==> src/rtl/pong_motion_gen.sv <==
// Pong motion generator: ball, paddle and score state advanced once per video frame.
// Each frame starts on the first clock that sees a falling edge of vs.
module pong_motion_gen #(
  parameter int W            = 10,
  parameter int H_RES        = 640,
  parameter int V_RES        = 480,
  parameter int BALL_SIZE    = 8,
  parameter int PAD_W        = 8,
  parameter int PAD_H        = 64,
  parameter int PAD_MARGIN   = 16,
  parameter int BALL_STEP    = 2,
  parameter int PAD_STEP     = 1,
  parameter int SERVE_FRAMES = 60
) (
  input  logic         clk50M,
  input  logic         rst,
  input  logic         en,
  input  logic         vs,
  output logic [W-1:0] ball_x,
  output logic [W-1:0] ball_y,
  output logic [W-1:0] paddle_one_x,
  output logic [W-1:0] paddle_one_y,
  output logic [W-1:0] paddle_two_x,
  output logic [W-1:0] paddle_two_y,
  output logic [3:0]   score_one,
  output logic [3:0]   score_two,
  output logic         miss_left,
  output logic         miss_right,
  output logic         serving
);

  localparam int CNT_W = (SERVE_FRAMES > 1) ? $clog2(SERVE_FRAMES) : 1;
  localparam logic [CNT_W-1:0] CNT_LAST = CNT_W'(SERVE_FRAMES - 1);

  localparam logic [W-1:0] CX     = W'((H_RES - BALL_SIZE) / 2);
  localparam logic [W-1:0] CY     = W'((V_RES - BALL_SIZE) / 2);
  localparam logic [W-1:0] PAD_Y0 = W'((V_RES - PAD_H) / 2);
  localparam logic [W-1:0] L_FACE = W'(PAD_MARGIN + PAD_W);
  localparam logic [W-1:0] R_FACE = W'(H_RES - PAD_MARGIN - PAD_W - BALL_SIZE);
  localparam logic [W-1:0] Y_MAX  = W'(V_RES - BALL_SIZE);
  localparam logic [W-1:0] STEP   = W'(BALL_STEP);

  localparam logic [W:0] STEP_E   = (W+1)'(BALL_STEP);
  localparam logic [W:0] BS_E     = (W+1)'(BALL_SIZE);
  localparam logic [W:0] PH_E     = (W+1)'(PAD_H);
  localparam logic [W:0] R_FACE_E = (W+1)'(H_RES - PAD_MARGIN - PAD_W - BALL_SIZE);
  localparam logic [W:0] X_MAX_E  = (W+1)'(H_RES - BALL_SIZE);
  localparam logic [W:0] Y_MAX_E  = (W+1)'(V_RES - BALL_SIZE);

  localparam logic signed [W:0] TGT_OFS = (W+1)'(BALL_SIZE / 2 - PAD_H / 2);
  localparam logic signed [W:0] TGT_MAX = (W+1)'(V_RES - PAD_H);
  localparam logic signed [W:0] PSTEP   = (W+1)'(PAD_STEP);

  typedef enum logic {SERVE, PLAY} state_t;

  state_t           state;
  logic [CNT_W-1:0] serve_cnt;
  logic             dx_right;
  logic             dy_down;
  logic             vs_p0;
  logic             strobe;

  logic [W-1:0]     nx, ny;
  logic             ndx, ndy;
  logic             hit_l, hit_r, miss_l, miss_r;
  logic [W:0]       bx_e, by_e;
  logic signed [W:0] tgt;

  function automatic logic signed [W:0] clamp_target(input logic [W-1:0] y);
    logic signed [W:0] t;
    t = $signed({1'b0, y}) + TGT_OFS;
    if (t < 0) t = '0;
    else if (t > TGT_MAX) t = TGT_MAX;
    return t;
  endfunction

  function automatic logic [W-1:0] track(input logic [W-1:0] pad, input logic signed [W:0] target);
    logic signed [W:0] diff;
    diff = target - $signed({1'b0, pad});
    if (diff > PSTEP) return pad + W'(PAD_STEP);
    else if (diff < -PSTEP) return pad - W'(PAD_STEP);
    else return target[W-1:0];
  endfunction

  function automatic logic [3:0] sat_inc(input logic [3:0] s);
    return (s == 4'hF) ? s : s + 4'd1;
  endfunction

  assign paddle_one_x = W'(PAD_MARGIN);
  assign paddle_two_x = W'(H_RES - PAD_MARGIN - PAD_W);
  assign strobe       = en & vs_p0 & ~vs;
  assign bx_e         = {1'b0, ball_x};
  assign by_e         = {1'b0, ball_y};

  // Next-frame candidates, all from the pre-update state
  always_comb begin
    ny  = ball_y;
    ndy = dy_down;
    if (dy_down) begin
      if (by_e + STEP_E >= Y_MAX_E) begin
        ny  = Y_MAX;
        ndy = 1'b0;
      end else begin
        ny = ball_y + STEP;
      end
    end else begin
      if (ball_y <= STEP) begin
        ny  = '0;
        ndy = 1'b1;
      end else begin
        ny = ball_y - STEP;
      end
    end

    hit_l = ~dx_right && (ball_x >= L_FACE) && ((ball_x - STEP) <= L_FACE) &&
            (by_e + BS_E > {1'b0, paddle_one_y}) && (by_e < {1'b0, paddle_one_y} + PH_E);
    hit_r = dx_right && (ball_x <= R_FACE) && (bx_e + STEP_E >= R_FACE_E) &&
            (by_e + BS_E > {1'b0, paddle_two_y}) && (by_e < {1'b0, paddle_two_y} + PH_E);
    miss_l = ~dx_right && ~hit_l && (ball_x <= STEP);
    miss_r = dx_right && ~hit_r && (bx_e + STEP_E >= X_MAX_E);

    ndx = dx_right;
    if (hit_l) begin
      nx  = L_FACE;
      ndx = 1'b1;
    end else if (hit_r) begin
      nx  = R_FACE;
      ndx = 1'b0;
    end else if (dx_right) begin
      nx = ball_x + STEP;
    end else begin
      nx = ball_x - STEP;
    end

    tgt = clamp_target(ball_y);
  end

  always_ff @(posedge clk50M or posedge rst) begin
    if (rst) begin
      state        <= SERVE;
      serve_cnt    <= '0;
      serving      <= 1'b1;
      ball_x       <= CX;
      ball_y       <= CY;
      dx_right     <= 1'b1;
      dy_down      <= 1'b1;
      paddle_one_y <= PAD_Y0;
      paddle_two_y <= PAD_Y0;
      score_one    <= '0;
      score_two    <= '0;
      miss_left    <= 1'b0;
      miss_right   <= 1'b0;
      vs_p0        <= 1'b1;
    end else begin
      vs_p0      <= vs;
      miss_left  <= 1'b0;
      miss_right <= 1'b0;
      if (strobe) begin
        case (state)
          SERVE: begin
            if (serve_cnt == CNT_LAST) begin
              serve_cnt <= '0;
              state     <= PLAY;
              serving   <= 1'b0;
            end else begin
              serve_cnt <= serve_cnt + 1'b1;
            end
          end
          PLAY: begin
            // Only the paddle the ball is heading toward chases it
            if (dx_right) paddle_two_y <= track(paddle_two_y, tgt);
            else          paddle_one_y <= track(paddle_one_y, tgt);
            if (miss_l || miss_r) begin
              ball_x    <= CX;
              ball_y    <= CY;
              state     <= SERVE;
              serving   <= 1'b1;
              serve_cnt <= '0;
              if (miss_l) begin
                miss_left <= 1'b1;
                score_two <= sat_inc(score_two);
                dx_right  <= 1'b1;
              end else begin
                miss_right <= 1'b1;
                score_one  <= sat_inc(score_one);
                dx_right   <= 1'b0;
              end
            end else begin
              ball_x   <= nx;
              ball_y   <= ny;
              dx_right <= ndx;
              dy_down  <= ndy;
            end
          end
          default: state <= SERVE;
        endcase
      end
    end
  end

endmodule

==> config.mk <==
export PLATFORM = sky130hd
export DESIGN_NAME = pong_motion_gen
export DESIGN_NICKNAME = d
export VERILOG_FILES = /design/src/rtl/pong_motion_gen.sv
export SDC_FILE = /design/constraint.sdc
export NUM_CORES = 1
export LEC_CHECK = 0
export CAP_MARGIN = 30
export CORE_ASPECT_RATIO = 1.1
export CORE_MARGIN = 8
export CORE_UTILIZATION = 41
export CTS_CLUSTER_DIAMETER = 150
export DETAILED_ROUTE_END_ITERATION = 8
export PLACE_DENSITY_LB_ADDON = 0.25
export SLEW_MARGIN = 40
export SYNTH_ARGS = -nofsm -noshare
export SYNTH_HDL_FRONTEND = slang
export SYNTH_SLANG_ARGS = --single-unit
==> constraint.sdc <==
create_clock -name clk50M -period 11.32 [get_ports clk50M]
set_clock_uncertainty 0.15 [all_clocks]
set_input_delay 2.264 -clock clk50M [delete_from_list [all_inputs] [get_ports clk50M]]
set_output_delay 2.264 -clock clk50M [all_outputs]
set_load 0.005 [all_outputs]
Yosys cells after proc, flatten, opt, wreduce, memory -nomap -nowiden
Cells that the tools add are included. W data, S select, Z words.

Logic and storage cells: 127. Register bits: 61. Input bits: 4. Output and inout bits: 71.

Equal/unequal tests: 5. Muxes and demuxes: 37. Magnitude comparators: 18. Bitwise operators: 11. Add/subtract/negate cells: 19. Reduce and logical (&&, ||, !) cells: 23.

Operators with widths (count): $mux W10 (12); $lt A11 B1 Y1 const B (3); $add A10 B2 Y11 const B (2); $add A10 B7 Y11 const B (2); $ge A11 B10 Y1 const B (2); $gt A11 B10 Y1 (2); $gt A11 B2 Y1 const B (2); $lt A10 B11 Y1 (2); $mux W11 (2); $sub A11 B11 Y11 (2); $add A10 B1 Y10 const B (2); $add A10 B2 Y10 const B (2); $le A10 B2 Y1 const B (2); $sub A10 B1 Y10 const B (2); $sub A10 B2 Y10 const B (2); $mux W1 (18); $reduce_and A3 Y1 (5); $logic_and A1 B1 Y1 (12); $mux W6 (2); $pmux W6 S2 (1); $add A10 B4 Y11 const B (1); $add A11 B6 Y11 const B (1); $ge A11 B9 Y1 const B (1); $gt A11 B10 Y1 const B (1); other kinds (16) (30).

Logic depth before layout (Yosys ltp)
Depth in word-level cells: 12. Gate-level depth with buffers: 18. Depth with buffers taken out: 16.

Worst setup path after synthesis
Ideal clock, no wire load.

Path type: register to register. Start: register ball_y[4]. End: register paddle_one_y[8]. Data arrival time: 4.665 ns. Required time: 11.044 ns. Library setup time: 0.126 ns. Path buffers: 3. Slack: 6.379 ns. Stages on the path, launching flop included: 18. Period minus slack after synthesis: 4.941 ns. Cells stage by stage: dfrtp_1 -> ha_1 -> clkbuf_1 -> a211oi_1 -> a21oi_1 -> a31oi_1 -> and3_1 -> clkbuf_1 -> ha_1 -> nor2b_1 -> o21ai_0 -> a21boi_0 -> or4_1 -> or4_1 -> buf_2 -> o21a_4 -> mux2_4 -> a221o_1.

Longest elaborated chain between the ends: 8. Elaborated cells between the ends (all ways): 10. Those cells by class: 2 x add/sub; 4 x order compare; 4 x mux.

Ends and longest elaborated chain: from (decl) (line 20) `output logic [W-1:0] ball_y,`; from (signal assigned) (line 190) `ball_y <= ny;`; $add A11 B6 Y11 * (line 71) `t = $signed({1'b0, y}) + TGT_OFS;`; $gt A11 B10 Y1 (line 73) `else if (t > TGT_MAX) t = TGT_MAX;`; $mux W11 (line 73); $mux W11 * (line 72) `if (t < 0) t = '0;`; $sub A11 B11 Y11 (line 79) `diff = target - $signed({1'b0, pad});`; $lt A11 B1 Y1 (line 81) `else if (diff < -PSTEP) return pad - W'(PAD_STEP);`; $mux W10 (line 81); $mux W10 * (line 80) `if (diff > PSTEP) return pad + W'(PAD_STEP);`; to (signal assigned) (line 172) `else paddle_one_y <= track(paddle_one_y, tgt);`; to (decl) (line 22) `output logic [W-1:0] paddle_one_y,`.

Mark *: on every way between the ends. The rest lies on a longest branch, timed or not. A chain may end at the register's enable or synchronous reset.

Final worst setup path
Start: register ball_y[4]. End: register paddle_one_y[7].

The elaborated chain is that of the path after synthesis.

==> key figures <==
Route
  – DRC Markers: 0
  – Routed wire length: approximately 22000 um
  – DRT iter0 DRCs: 506
  – Vias per Instance: 6.020
  – Post-route ant nets: 0
  – Via count: 7098
  – Drt pass-1 iters: 7
  – Wirelength per Cell: 18.39 um

Critical path
  – CP cell instances: ha_1, a211oi_1, a2bb2oi_1, o211ai_1, and3_1, fa_1, a211oi_1, nor4b_1, or4b_1, a21oi_1, nand4_1, o21ai_1, o22ai_1, a311oi_1
  – FF-to-FF Start: ball_y[4]$_DFFE_PP0P_
  – R2R Setup Slk: 5.58 ns
  – Slowest stage delay, CP: around 0.77 ns
  – Crit start category: flop
  – Critical Path Start: ball_y[4]$_DFFE_PP0P_
  – Crit path top cell by count: a211oi_1
  – CP Capture Type: flop
  – CP Max Fanout: 19
  – Critical path data required time: around 11 ns
  – CP top delay family: compound AO/OA/AOI/OAI gates
  – Reg2reg path depth: 14
  – Kind of critical path: flop to flop
  – RR Endpoint: paddle_one_y[7]$_DFFE_PP1P_
  – Data arrival, critical path: 5.84 ns
  – CP Buf/Inv Count: 0
  – Crit-path slowest cell: o21ai_1

Synthesis
  – Syn_area_per_cell: approximately 7.9 um^2
  – Seq cells post-synth: ~60
  – Largest family of logic cells by synthesized area: compound AO/OA/AOI/OAI gates
  – Ys async rst share: 100.0%
  – Synth Flop Type: dfrtp_1
  – Synth Instances: 912
  – Compound-Gate Fraction of Synth Area: a little over a quarter
  – Post-synthesis xor/xnor area fraction: ~5.2%
  – Register area share after synthesis: 20.88%
  – Synth area leader: dfrtp_1
  – Yosys top cell area share: 13.57%
  – Simple logic cell fraction of the synthesized area: 22.81%
  – Synth Cell Area: 0.007191 mm^2
  – Cell variety after synth: 80
  – Fraction of the mapped netlist area in adder cells: between 10% and 20%
  – Mux share of post-synthesis cell area: under 10%
  – Synth top area cells: dfrtp_1, ha_1, dfstp_2
  – Ys Warns: 0
  – Post-synth EDFFs: 0

Die
  – Row Count: 51
  – Die area: 0.02204 mm^2
  – Core area: 0.01742 mm^2
  – Initial Util: 41.28%
  – Ports: 75
  – Die Y: 154.9 um
  – Die X-Extent: 142.3 um

Worst hold path
  – Min-delay src: serving$_DFFE_PP1P_
  – Min-delay worst type: flop to flop
  – Hold Crit Depth: 2
  – Min-Delay Endpoint: serving$_DFFE_PP1P_

Global routing
  – Global-route wire length before repair: ~35000 um
  – Met1 GRT Util: between 20% and 30%
  – GRT Resource Usage Total: 19.52%
  – Global route overflow: 0
  – M2 GR Usage: 30.29%
  – Vias in the first global route: 6654
  – Met3 Use GR: 3.402%
  – Initial antenna violation count: 0
  – Largest net degree at the start of global routing: 60
  – Busiest grt layer: met2

Final layout
  – Final Instance Area: 0.008099 mm^2
  – Non-Filler Instances: 1179
  – Synth-to-Final Area Change: 12.63%
  – # nets final: 1017
  – Layout cells sized above 1: 7.234%
  – Reg area: 0.001501 mm^2
  – Fill cell count: 1727
  – Multi-input gate area: 0.005261 mm^2

Power and ir drop
  – VDD IR-drop max: 0.1587 mV
  – Total leakage power: approximately 0.0034 uW
  – Power Density: 160.7 mW/mm^2

Placed design
  – Placed instance count: 1162
  – Port bufs: 52
  – Post-DP HPWL: around 16000 um
  – Area of placed instances: slightly below 0.008 mm^2
  – Worst slack, placed: 5.750 ns
  – RD Place Congestion: 0.9332

Clock network
  – Number of buffers created by CTS: 9
  – CTS root buffer: clkbuf_16
  – Worst-path clk slew: 0.06 ns
  – CTS tree: done
  – Cts hold-fix bufs: 0
  – Post_cts resized: 0
  – Maximum level of the CTS H-tree: 3
  – CTS max path bufs: 2
  – Clk Latency, worst-skew pair: 0.34 ns
  – Clk sinks: 59
  – Setup Fix Bufs, Post-CTS: 0

STA
  – Tightest hold margin: 0.3269 ns
  – Setup_tns: 0 ns
  – Relative slew margins: 43.73%
  – RSZ-0062 raised after global routing: no
  – Post-layout minimum cycle time: 5.744 ns
  – Final hold vios: 0
  – Worst setup margin: between 5 and 6 ns
  – Fmax: 174.1 MHz
  – Period utilisation layout: 50.74%
  – Final Max Tran Viols: 0
  – Finish-stage setup viols: 0
  – Actual slew at the worst max-slew pin: 0.8384 ns

Outcome
  – Status: complete, no violations

Job
  – Total of max-cap violations: 0
kinds of logic after synthesis:
family,Yosys count
DFF,59
other,2
xor gates and xnor gates,43
buffers and inverters,118
and+or+nand+nor,315
muxes,16
adders and majority gates,78
AOI/OAI and AO/OA,281
placed cells by master, fill, tap and decap left out, types with 22 or more instances in the layout:
| master | instances |
|---|---|
| a21oi_1 | 39 |
| clkdlybuf4s50_1 | 52 |
| conb_1 | 26 |
| dfrtp_1 | 39 |
| ha_1 | 76 |
| inv_1 | 47 |
| nand2_1 | 65 |
| nand3_1 | 39 |
| nor2_1 | 65 |
| nor3_1 | 22 |
| o21ai_0 | 49 |
| xnor2_1 | 31 |
sequential cells by signal, indices dropped and copies added, names as in the netlist, 4 cells and up:
register / flops
ball_x: 9
score_two: 4
paddle_two_y: 10
serve_cnt: 6
paddle_one_y: 10
ball_y: 9
score_one: 4
power breakdown:
part           switching, uW  internal [uW]  total [uW]
clock                    103            169         272
combinational            434            296         730
sequential              62.6            237         300
cells in the mapped netlist, types with 11 or more instances:
cell / n
ha_1: 76
nand2_1: 65
nor2_1: 65
o21ai_0: 50
inv_1: 48
clkbuf_1: 43
a21oi_1: 40
dfrtp_1: 39
nand3_1: 39
xnor2_1: 31
buf_4: 22
nor3_1: 22
a21o_1: 20
a31oi_1: 20
dfstp_2: 20
nand4_1: 20
a211oi_1: 18
and3_1: 14
nand2b_1: 13
nor2b_1: 13
nor4_1: 12
o211ai_1: 12
xor2_1: 12
mux2i_1: 11
o31ai_1: 11
or3_1: 11
per-layer routing:
metal  vias to the layer above  part of all wire (%)  routed length, um
met3                        48                   6.6               1422
met4                         0                   3.8                826
met5                         -                     0                  0
li1                       3441                     -                  -
met2                       257                    46               9887
met1                      3352                    44               9551
worst min-delay path, delay by kind of cell, from the launching register on:
kind	cells	cell delay (ns)
AOI/OAI and AO/OA	1	0.05
and+or+nand+nor	1	0.05
DFF	1	0.37
worst max path at each step:
stage / cells after the start / endpoint / slack [ns]
after global routing: 14 / paddle_one_y[7]$_DFFE_PP1P_ / 5.17
after detailed placement: 14 / paddle_one_y[7]$_DFFE_PP1P_ / 5.75
after floorplan: 17 / paddle_one_y[8]$_DFFE_PP0P_ / 6.38
after CTS: 14 / paddle_one_y[7]$_DFFE_PP1P_ / 5.68
after global placement: 14 / paddle_one_y[7]$_DFFE_PP1P_ / 5.57
final: 14 / paddle_one_y[7]$_DFFE_PP1P_ / 5.58
per-stage QoR:
stage               total power [uW]  utilization [%]
floorplan                      830.6                -
global placement                1019            44.75
detailed placement              1019            44.77
CTS                             1297            46.42
global route                    1403            46.48
finish                          1301            46.49
area by class of cell:
cell class | count | share of cell area (%)
inverter | 48 | 2.225
antenna | 1 | 0.03090
clock buffer | 10 | 2.827
sequential | 59 | 18.54
clock inverter | 6 | 0.7106
multi-input combinational | 759 | 64.96
timing repair buffer | 58 | 7.029
tap | 238 | 3.677
Power figures use the tool's default switching activity.
